[config.mk]
export PLATFORM = sky130hd
export DESIGN_NAME = muldiv_unit
export DESIGN_NICKNAME = d
export VERILOG_FILES = /design/src/rtl/muldiv_unit.sv
export SDC_FILE = /design/constraint.sdc
export NUM_CORES = 1
export LEC_CHECK = 0
export ABC_CLOCK_PERIOD_IN_PS = 11300
export BUFFER_PORTS_ARGS = -buffer_cell sky130_fd_sc_hd__buf_2
export CAP_MARGIN = 20
export CORE_MARGIN = 5
export CORE_UTILIZATION = 40
export DETAILED_ROUTE_END_ITERATION = 12
export PLACE_DENSITY = 0.68
export SETUP_SLACK_MARGIN = 0.2
export SYNTH_ARGS = -nofsm -noshare
export SYNTH_HDL_FRONTEND = slang
export SYNTH_SLANG_ARGS = --single-unit
export TNS_END_PERCENT = 1
[constraint.sdc]
create_clock -name clk -period 11.3 [get_ports clk]
set_clock_uncertainty 0.1 [all_clocks]
set_input_delay 2.26 -clock clk [delete_from_list [all_inputs] [get_ports clk]]
set_output_delay 2.26 -clock clk [all_outputs]
set_load 0.02 [all_outputs]
[src/rtl/muldiv_unit.sv]
// Iterative RV32M multiply/divide: one bit per cycle, valid/ready on both sides.
// Operates on magnitudes through an unsigned core and sign-corrects the result on the final step.
module muldiv_unit #(
    parameter int data_width = 32,
    parameter int op_width   = 3
) (
    input  logic                  clk,
    input  logic                  rst,
    input  logic                  flush,
    input  logic                  in_valid,
    output logic                  in_ready,
    input  logic [op_width-1:0]   md_op,
    input  logic [data_width-1:0] md_din1,
    input  logic [data_width-1:0] md_din2,
    output logic                  out_valid,
    input  logic                  out_ready,
    output logic [data_width-1:0] md_dout
);
    localparam int W  = data_width;
    localparam int CW = $clog2(data_width);

    typedef enum logic [1:0] {IDLE, CALC, DONE} state_t;
    state_t state, state_nxt;

    logic [CW-1:0]       cnt;
    logic [op_width-1:0] op_q;
    logic                neg_q;
    logic [W-1:0]        opnd_q;
    logic [2*W-1:0]      acc_q;

    // Accept-time decode
    logic         is_div, s1, s2, div_zero, div_ovf, special;
    logic [W-1:0] a_abs, b_abs, special_res;

    always_comb begin
        is_div   = md_op[2];
        s1       = md_din1[W-1] && (md_op == 3'd1 || md_op == 3'd2 || md_op == 3'd4 || md_op == 3'd6);
        s2       = md_din2[W-1] && (md_op == 3'd1 || md_op == 3'd4 || md_op == 3'd6);
        a_abs    = s1 ? -md_din1 : md_din1;
        b_abs    = s2 ? -md_din2 : md_din2;
        div_zero = is_div && (md_din2 == '0);
        div_ovf  = (md_op == 3'd4 || md_op == 3'd6) && (md_din1 == {1'b1, {(W-1){1'b0}}})
                   && (md_din2 == '1);
        special  = div_zero || div_ovf;
        if (div_zero)
            special_res = md_op[1] ? md_din1 : '1;
        else
            special_res = md_op[1] ? '0 : md_din1;
    end

    // Multiply: acc = {partial high, remaining multiplier bits}.
    // Divide:   acc = {partial remainder, dividend bits shifting into quotient}.
    logic [W:0]     mul_sum, div_shift;
    logic [W-1:0]   div_diff, div_rem, quo, rmd;
    logic           div_ge;
    logic [2*W-1:0] mul_nxt, div_nxt, prod;
    logic [W-1:0]   result;

    always_comb begin
        mul_sum   = {1'b0, acc_q[2*W-1:W]} + (acc_q[0] ? {1'b0, opnd_q} : '0);
        mul_nxt   = {mul_sum, acc_q[W-1:1]};
        div_shift = {acc_q[2*W-1:W], acc_q[W-1]};
        div_ge    = div_shift >= {1'b0, opnd_q};
        div_diff  = div_shift[W-1:0] - opnd_q;
        div_rem   = div_ge ? div_diff : div_shift[W-1:0];
        div_nxt   = {div_rem, acc_q[W-2:0], div_ge};
        prod      = neg_q ? -mul_nxt : mul_nxt;
        quo       = neg_q ? -div_nxt[W-1:0] : div_nxt[W-1:0];
        rmd       = neg_q ? -div_nxt[2*W-1:W] : div_nxt[2*W-1:W];
        if (op_q[2])
            result = op_q[1] ? rmd : quo;
        else if (op_q == '0)
            result = prod[W-1:0];
        else
            result = prod[2*W-1:W];
    end

    assign in_ready = (state == IDLE);

    always_ff @(posedge clk or posedge rst) begin
        if (rst) state <= IDLE;
        else     state <= state_nxt;
    end

    always_comb begin
        state_nxt = state;
        if (flush) begin
            state_nxt = IDLE;
        end else begin
            case (state)
                IDLE: if (in_valid) state_nxt = special ? DONE : CALC;
                CALC: if (cnt == CW'(W-1)) state_nxt = DONE;
                DONE: if (out_ready) state_nxt = IDLE;
                default: state_nxt = IDLE;
            endcase
        end
    end

    always_ff @(posedge clk or posedge rst) begin
        if (rst) begin
            cnt       <= '0;
            op_q      <= '0;
            neg_q     <= 1'b0;
            opnd_q    <= '0;
            acc_q     <= '0;
            out_valid <= 1'b0;
            md_dout   <= '0;
        end else if (flush) begin
            cnt       <= '0;
            out_valid <= 1'b0;
            md_dout   <= '0;
        end else begin
            case (state)
                IDLE: if (in_valid) begin
                    op_q   <= md_op;
                    neg_q  <= (md_op == 3'd6) ? s1 : (s1 ^ s2);
                    cnt    <= '0;
                    opnd_q <= is_div ? b_abs : a_abs;
                    acc_q  <= is_div ? {{W{1'b0}}, a_abs} : {{W{1'b0}}, b_abs};
                    if (special) begin
                        out_valid <= 1'b1;
                        md_dout   <= special_res;
                    end
                end
                CALC: begin
                    acc_q <= op_q[2] ? div_nxt : mul_nxt;
                    cnt   <= cnt + 1'b1;
                    if (cnt == CW'(W-1)) begin
                        cnt       <= '0;
                        out_valid <= 1'b1;
                        md_dout   <= result;
                    end
                end
                DONE: if (out_ready) begin
                    out_valid <= 1'b0;
                    md_dout   <= '0;
                end
                default: ;
            endcase
        end
    end
endmodule

-- After elaboration in Yosys (flattened, before gate mapping)
Index checks and enable logic that the tools add are counted.
- add/subtract/negate cells: 8
- $lt $le $gt $ge: 1
- eq/ne operators: 14
- muxes and demuxes: 41
- bitwise logic cells: 2
- reductions and logical operators: 23
- operator list (kind ; count):
    $mux 32 ; 19
    $mux 64 ; 3
    $neg 32->32 ; 4
    $pmux 64 s2 ; 1
    $pmux 32 s3 ; 1
    $eq 32x32->1 const B ; 2
    $neg 64->64 ; 1
    $add 32x32->33 ; 1
    $ge 33x32->1 ; 1
    $logic_not 32->1 ; 1
    $sub 32x32->32 ; 1
    $mux 5 ; 3
    $mux 2 ; 5
    $pmux 5 s2 ; 1
    $ne 3x3->1 const B ; 3
    $reduce_and 3->1 ; 3
    $logic_or 1x1->1 ; 7
    $eq 3x3->1 const B ; 2
    $mux 1 ; 6
    $pmux 2 s3 ; 1
    $add 5x1->5 const B ; 1
    $eq 5x5->1 const B ; 1
    $logic_and 1x1->1 ; 5
    $reduce_and 5->1 ; 1
    15 further kinds ; 15
- flip-flop bits (word level): 140
- input port bits: 72
- output and inout bits: 34
- word-level logic and storage cells: 97

-- Depth between registers and ports, before layout
- depth after elaboration: 9
- depth in mapped cells: 21
- gate-level depth less buffers: 17

-- Worst setup path after synthesis
Ideal clock, no wire load.
- kind: input port to flip-flop
- start: input md_din2[19]
- end: register md_dout[19]
- library setup time: 87 ps
- data arrival time: 5333 ps
- required time: 11113 ps
- path slack: 5780 ps
- stages: 10
- buffers on the path: 1
- path through: or4_1 > or4_1 > nor3_1 > o2bb2ai_1 > o21ai_0 > clkbuf_1 > nor3_1 > nand2_1 > a211o_1 > o211ai_1
- longest elaborated chain between the ends: 7
- elaborated cells on any way between the ends: 12
- those cells by class: eq/ne: 2; mux: 5; reduce/logical: 5
- RTL lines (element ; RTL line ; text):
    start, declared ; 14 ; input logic [data_width-1:0] md_din2,
    $logic_not 32->1 ; 41 ; div_zero = is_div && (md_din2 == '0);
    $logic_and 1x1->1 ; 41 ;
    $mux 32 ; 45 ; if (div_zero)
    $mux 32 ; 120 ; if (special) begin
    $mux 32 ; 114 ; IDLE: if (in_valid) begin
    $pmux 32 s3 ; 113 ; case (state)
    $mux 32 ; 108 ; end else if (flush) begin
    end signal, assigned ; 122 ; md_dout <= special_res;
    end signal, assigned ; 131 ; md_dout <= result;
    end, declared ; 17 ; output logic [data_width-1:0] md_dout
Several ways; a longest one is shown, not always the timed one. The select of a mux whose other input is x is not followed.
A chain may end at the register's enable or synchronous reset.

-- Worst setup path after layout
- start: input md_din1[1]
- end: register md_dout[31]
- longest elaborated chain between the ends: 6
- RTL lines (element ; RTL line ; text):
    start, declared ; 13 ; input logic [data_width-1:0] md_din1,
    $eq 32x32->1 ; 42 ; div_ovf = (md_op == 3'd4 || md_op == 3'd6) && (md_din1 == {1'b1, {(W-1){1'b0}}})
    $logic_and 1x1->1 ; 42 ;
    $logic_and 1x1->1 ; 43 ; && (md_din2 == '1);
    $logic_or 1x1->1 ; 44 ; special = div_zero || div_ovf;
    $ne 3x2->1 (no source line) ; -- ;
    $reduce_and 5->1 (no source line) ; -- ;
Every way passes these cells.

==> flow_summary.json <==
{
  "track_usage_pct": 29.84,
  "fin_crit_sh_pct": 52.03,
  "switching_share_pct": 58.99,
  "die_x_um": 220.8,
  "synthFlopType": "dfrtp_1",
  "yosys_warnings": 0,
  "relSlewSlack_pct": 24.40,
  "cts-resized-gates": 0,
  "netlist_instances": 2469,
  "dieArea_um2": 48750,
  "path_max_fanout": 47,
  "grt_pass1_wl_um": 114500,
  "htreeDepth": 4,
  "end_kind": "flop",
  "clock_latency_ns": 0.47,
  "report.final.slew_viol_count": 0,
  "detail-route-antenna-nets": 0,
  "use_met1_pct": 41.07,
  "period_minus_slack_ns": 5.880,
  "top_usage_layer": "met2",
  "intPower_w": 0.002808,
  "pwr-share-clk_pct": 9.2,
  "clk_pin_slew_ns": 0.08,
  "outcome": "finished clean",
  "hold_class": "flop to flop",
  "cts-root-buf": "clkbuf_16",
  "syn_area_per_cell_um2": 7.199,
  "nets": 2575,
  "pwr-share-seq_pct": 15.7,
  "synthesis.area_um2": 17770,
  "hpwl_um": 60070,
  "finalWirelength_um": 76710,
  "ir_drop_mv": 0.1953,
  "p_leak_nw": 8.196,
  "post_cts_buffers": 0,
  "io_pins": 106,
  "synth_nets": 2618,
  "critPathKind": "input pin to flop",
  "cp.arrival_ns": 6.17,
  "dr.pass1.iters": 8,
  "synth.distinct_cells": 96,
  "initial_core_util_pct": 40.28,
  "synth_seq_cells": 140,
  "grt_max_degree": 109,
  "core-area_um2": 44120,
  "portBuffers": 105,
  "die_h_um": 220.8,
  "cellPowerDensity_nw_per_um2": 357.7,
  "cp-start-kind": "input pin",
  "wl_per_cell_um": 25.30,
  "finalHoldViolCount": 0,
  "clock-sinks": 140,
  "worst_pin_slew_ns": 1.118,
  "use_met2_pct": 45.25,
  "seq_area_frac_synth_pct": 19.71,
  "required_ns": 11.59,
  "drt_iter0_drc": 2784,
  "cts_buffers": 17,
  "syn2layout_area_growth_pct": 7.722,
  "gr-usage-met3_pct": 5.136,
  "vias_per_cell": 6.510,
  "drv_cap": 0,
  "grt_pass1_vias": 18060,
  "power.switching_w": 0.004040,
  "clk_path_buf_depth": 2,
  "drive_gt1_share_pct": 9.717,
  "holdWs_ns": 0.3914,
  "vias": 19740,
  "pwr-share-comb_pct": 75.1,
  "finalSetupTns_ns": 0,
  "tritoncts": "built",
  "finalSetupViolCount": 0,
  "grt_setup_unrepaired": "false",
  "fmax_mhz": 170.1,
  "drcViolationCount": 0,
  "cts-hold-fix-buffers": 0,
  "floorplan.rows": 77,
  "grt_remaining_overflow": 0,
  "antenna_found_initial": 2,
  "async_flop_share_pct": 100.0,
  "synth_edf_count": 0,
  "place.gp.congestion": 1.052
}
[worst paths after layout]
path / start / end / slack (ns) / cells past startpoint
setup / recovery: md_din1[1] / md_dout[31] / 5.42 / 15
hold / removal: opnd_q[10] / opnd_q[10] / 0.39 / 2
setup reg to reg: opnd_q[20] / md_dout[30] / 5.48 / 16
hold reg to reg: opnd_q[10] / opnd_q[10] / 0.39 / 2
max in group asynchronous: rst / op_q[1] / 7.84 / 3
min in group asynchronous: rst / cnt[1] / 1.88 / 2
[layout by cell type (no fill, tap or decap), types with 17 or more instances in the layout]
cell type,instances
mux2_2,30
inv_1,79
nand3_1,36
a22oi_1,24
o31ai_1,45
nor3_1,65
a31oi_1,25
a21o_1,34
a21oi_1,214
or2_2,18
a22o_1,20
o21ai_0,236
maj3_1,23
xnor2_1,104
or3_1,25
and2_1,18
nand4_1,35
ha_1,74
dfrtp_1,137
nor4_1,23
buf_4,21
buf_2,105
a211oi_1,58
nor2_1,242
or4_1,26
nand2_1,258
clkbuf_16,17
xor2_1,101
o211ai_1,28
and3_1,18
mux2i_1,60
[per-layer routing]
metal	wire length, µm	share of wire, %	up-vias
met5	21	0.027	-
li1	-	-	8961
met4	4359	5.7	4
met3	7358	9.6	199
met2	33110	43	1177
met1	31860	42	9396
[power groups by stage]
stage / clock network, W / logic, W / registers (W)
after floorplan: 0 / 0.00356 / 0.000866
after global placement: 0 / 0.00493 / 0.00105
after detailed placement: 0 / 0.00495 / 0.00106
after CTS: 0.000629 / 0.00499 / 0.00105
after global routing: 0.000650 / 0.00547 / 0.00109
final: 0.000632 / 0.00514 / 0.00107
[cell families after synthesis]
group	share of synthesized area, %
AND/OR/NAND/NOR	23.17
XOR/XNOR	10.10
buffers and inverters	5.814
multiplexers	5.279
AO/OA/AOI/OAI	29.12
adder cells (fa/ha/maj)	6.800
flip-flops	19.71
[synth_stat cells, drive strengths merged (36+ instances only)]
| cell type | number | area share [%] |
|---|---|---|
| o21ai | 241 | 6.8 |
| nand2 | 258 | 5.4 |
| mux2i | 60 | 3.4 |
| dfrtp | 140 | 20 |
| xnor2 | 104 | 5.1 |
| clkbuf | 166 | 3.5 |
| ha | 75 | 5.3 |
| xor2 | 101 | 5.0 |
| nor3 | 67 | 1.9 |
| nor2 | 243 | 5.1 |
| nand4 | 36 | 1.3 |
| nand3 | 36 | 1.0 |
| a21oi | 214 | 6.0 |
| o31ai | 46 | 2.0 |
| inv | 81 | 1.7 |
| a211oi | 58 | 2.4 |
[worst max-delay path: stages]
cell       delay [ns]
buf_2            0.13
inv_1            0.07
ha_1             0.18
or4b_2           0.61
nor4_1           0.39
nand4_1          0.33
o2bb2ai_1        0.50
o21ai_4          0.06
buf_4            0.30
nor2_1           0.23
a21boi_1         0.26
or3b_2           0.47
mux2i_1          0.17
nor2_1           0.07
a21oi_1          0.12
[per-stage QoR]
step | std cells | power (W) | setup slack, ns | utilization [%] | area (µm²)
final | 3032 | 0.006848 | 5.420 | 43.39 | 19150
after global routing | 3031 | 0.007210 | 5.242 | 43.39 | 19140
after CTS | 3031 | 0.006675 | 5.526 | 43.39 | 19140
after detailed placement | 2999 | 0.006014 | 5.060 | 41.96 | 18510
after global placement | 2999 | 0.005984 | 5.161 | 41.96 | 18510
after floorplan | 2469 | 0.004428 | 5.187 | - | 17770
[sequential cells by signal, summed over array words and instances (netlist names)]
register / count
md_dout: 32
state: 2
out_valid: 1
opnd_q: 32
op_q: 3
acc_q: 64
cnt: 5
neg_q: 1
[area by class of cell]
type                       count  area [µm²]
multi-input combinational   2057       13260
tap                          592       740.7
clock buffer                  19       442.9
timing repair buffer         126       683.2
antenna                        1       2.502
inverter                      84       320.3
sequential                   140        3510
fill                        4634       24980
clock inverter                13       188.9
Power figures use the tool's default switching activity.
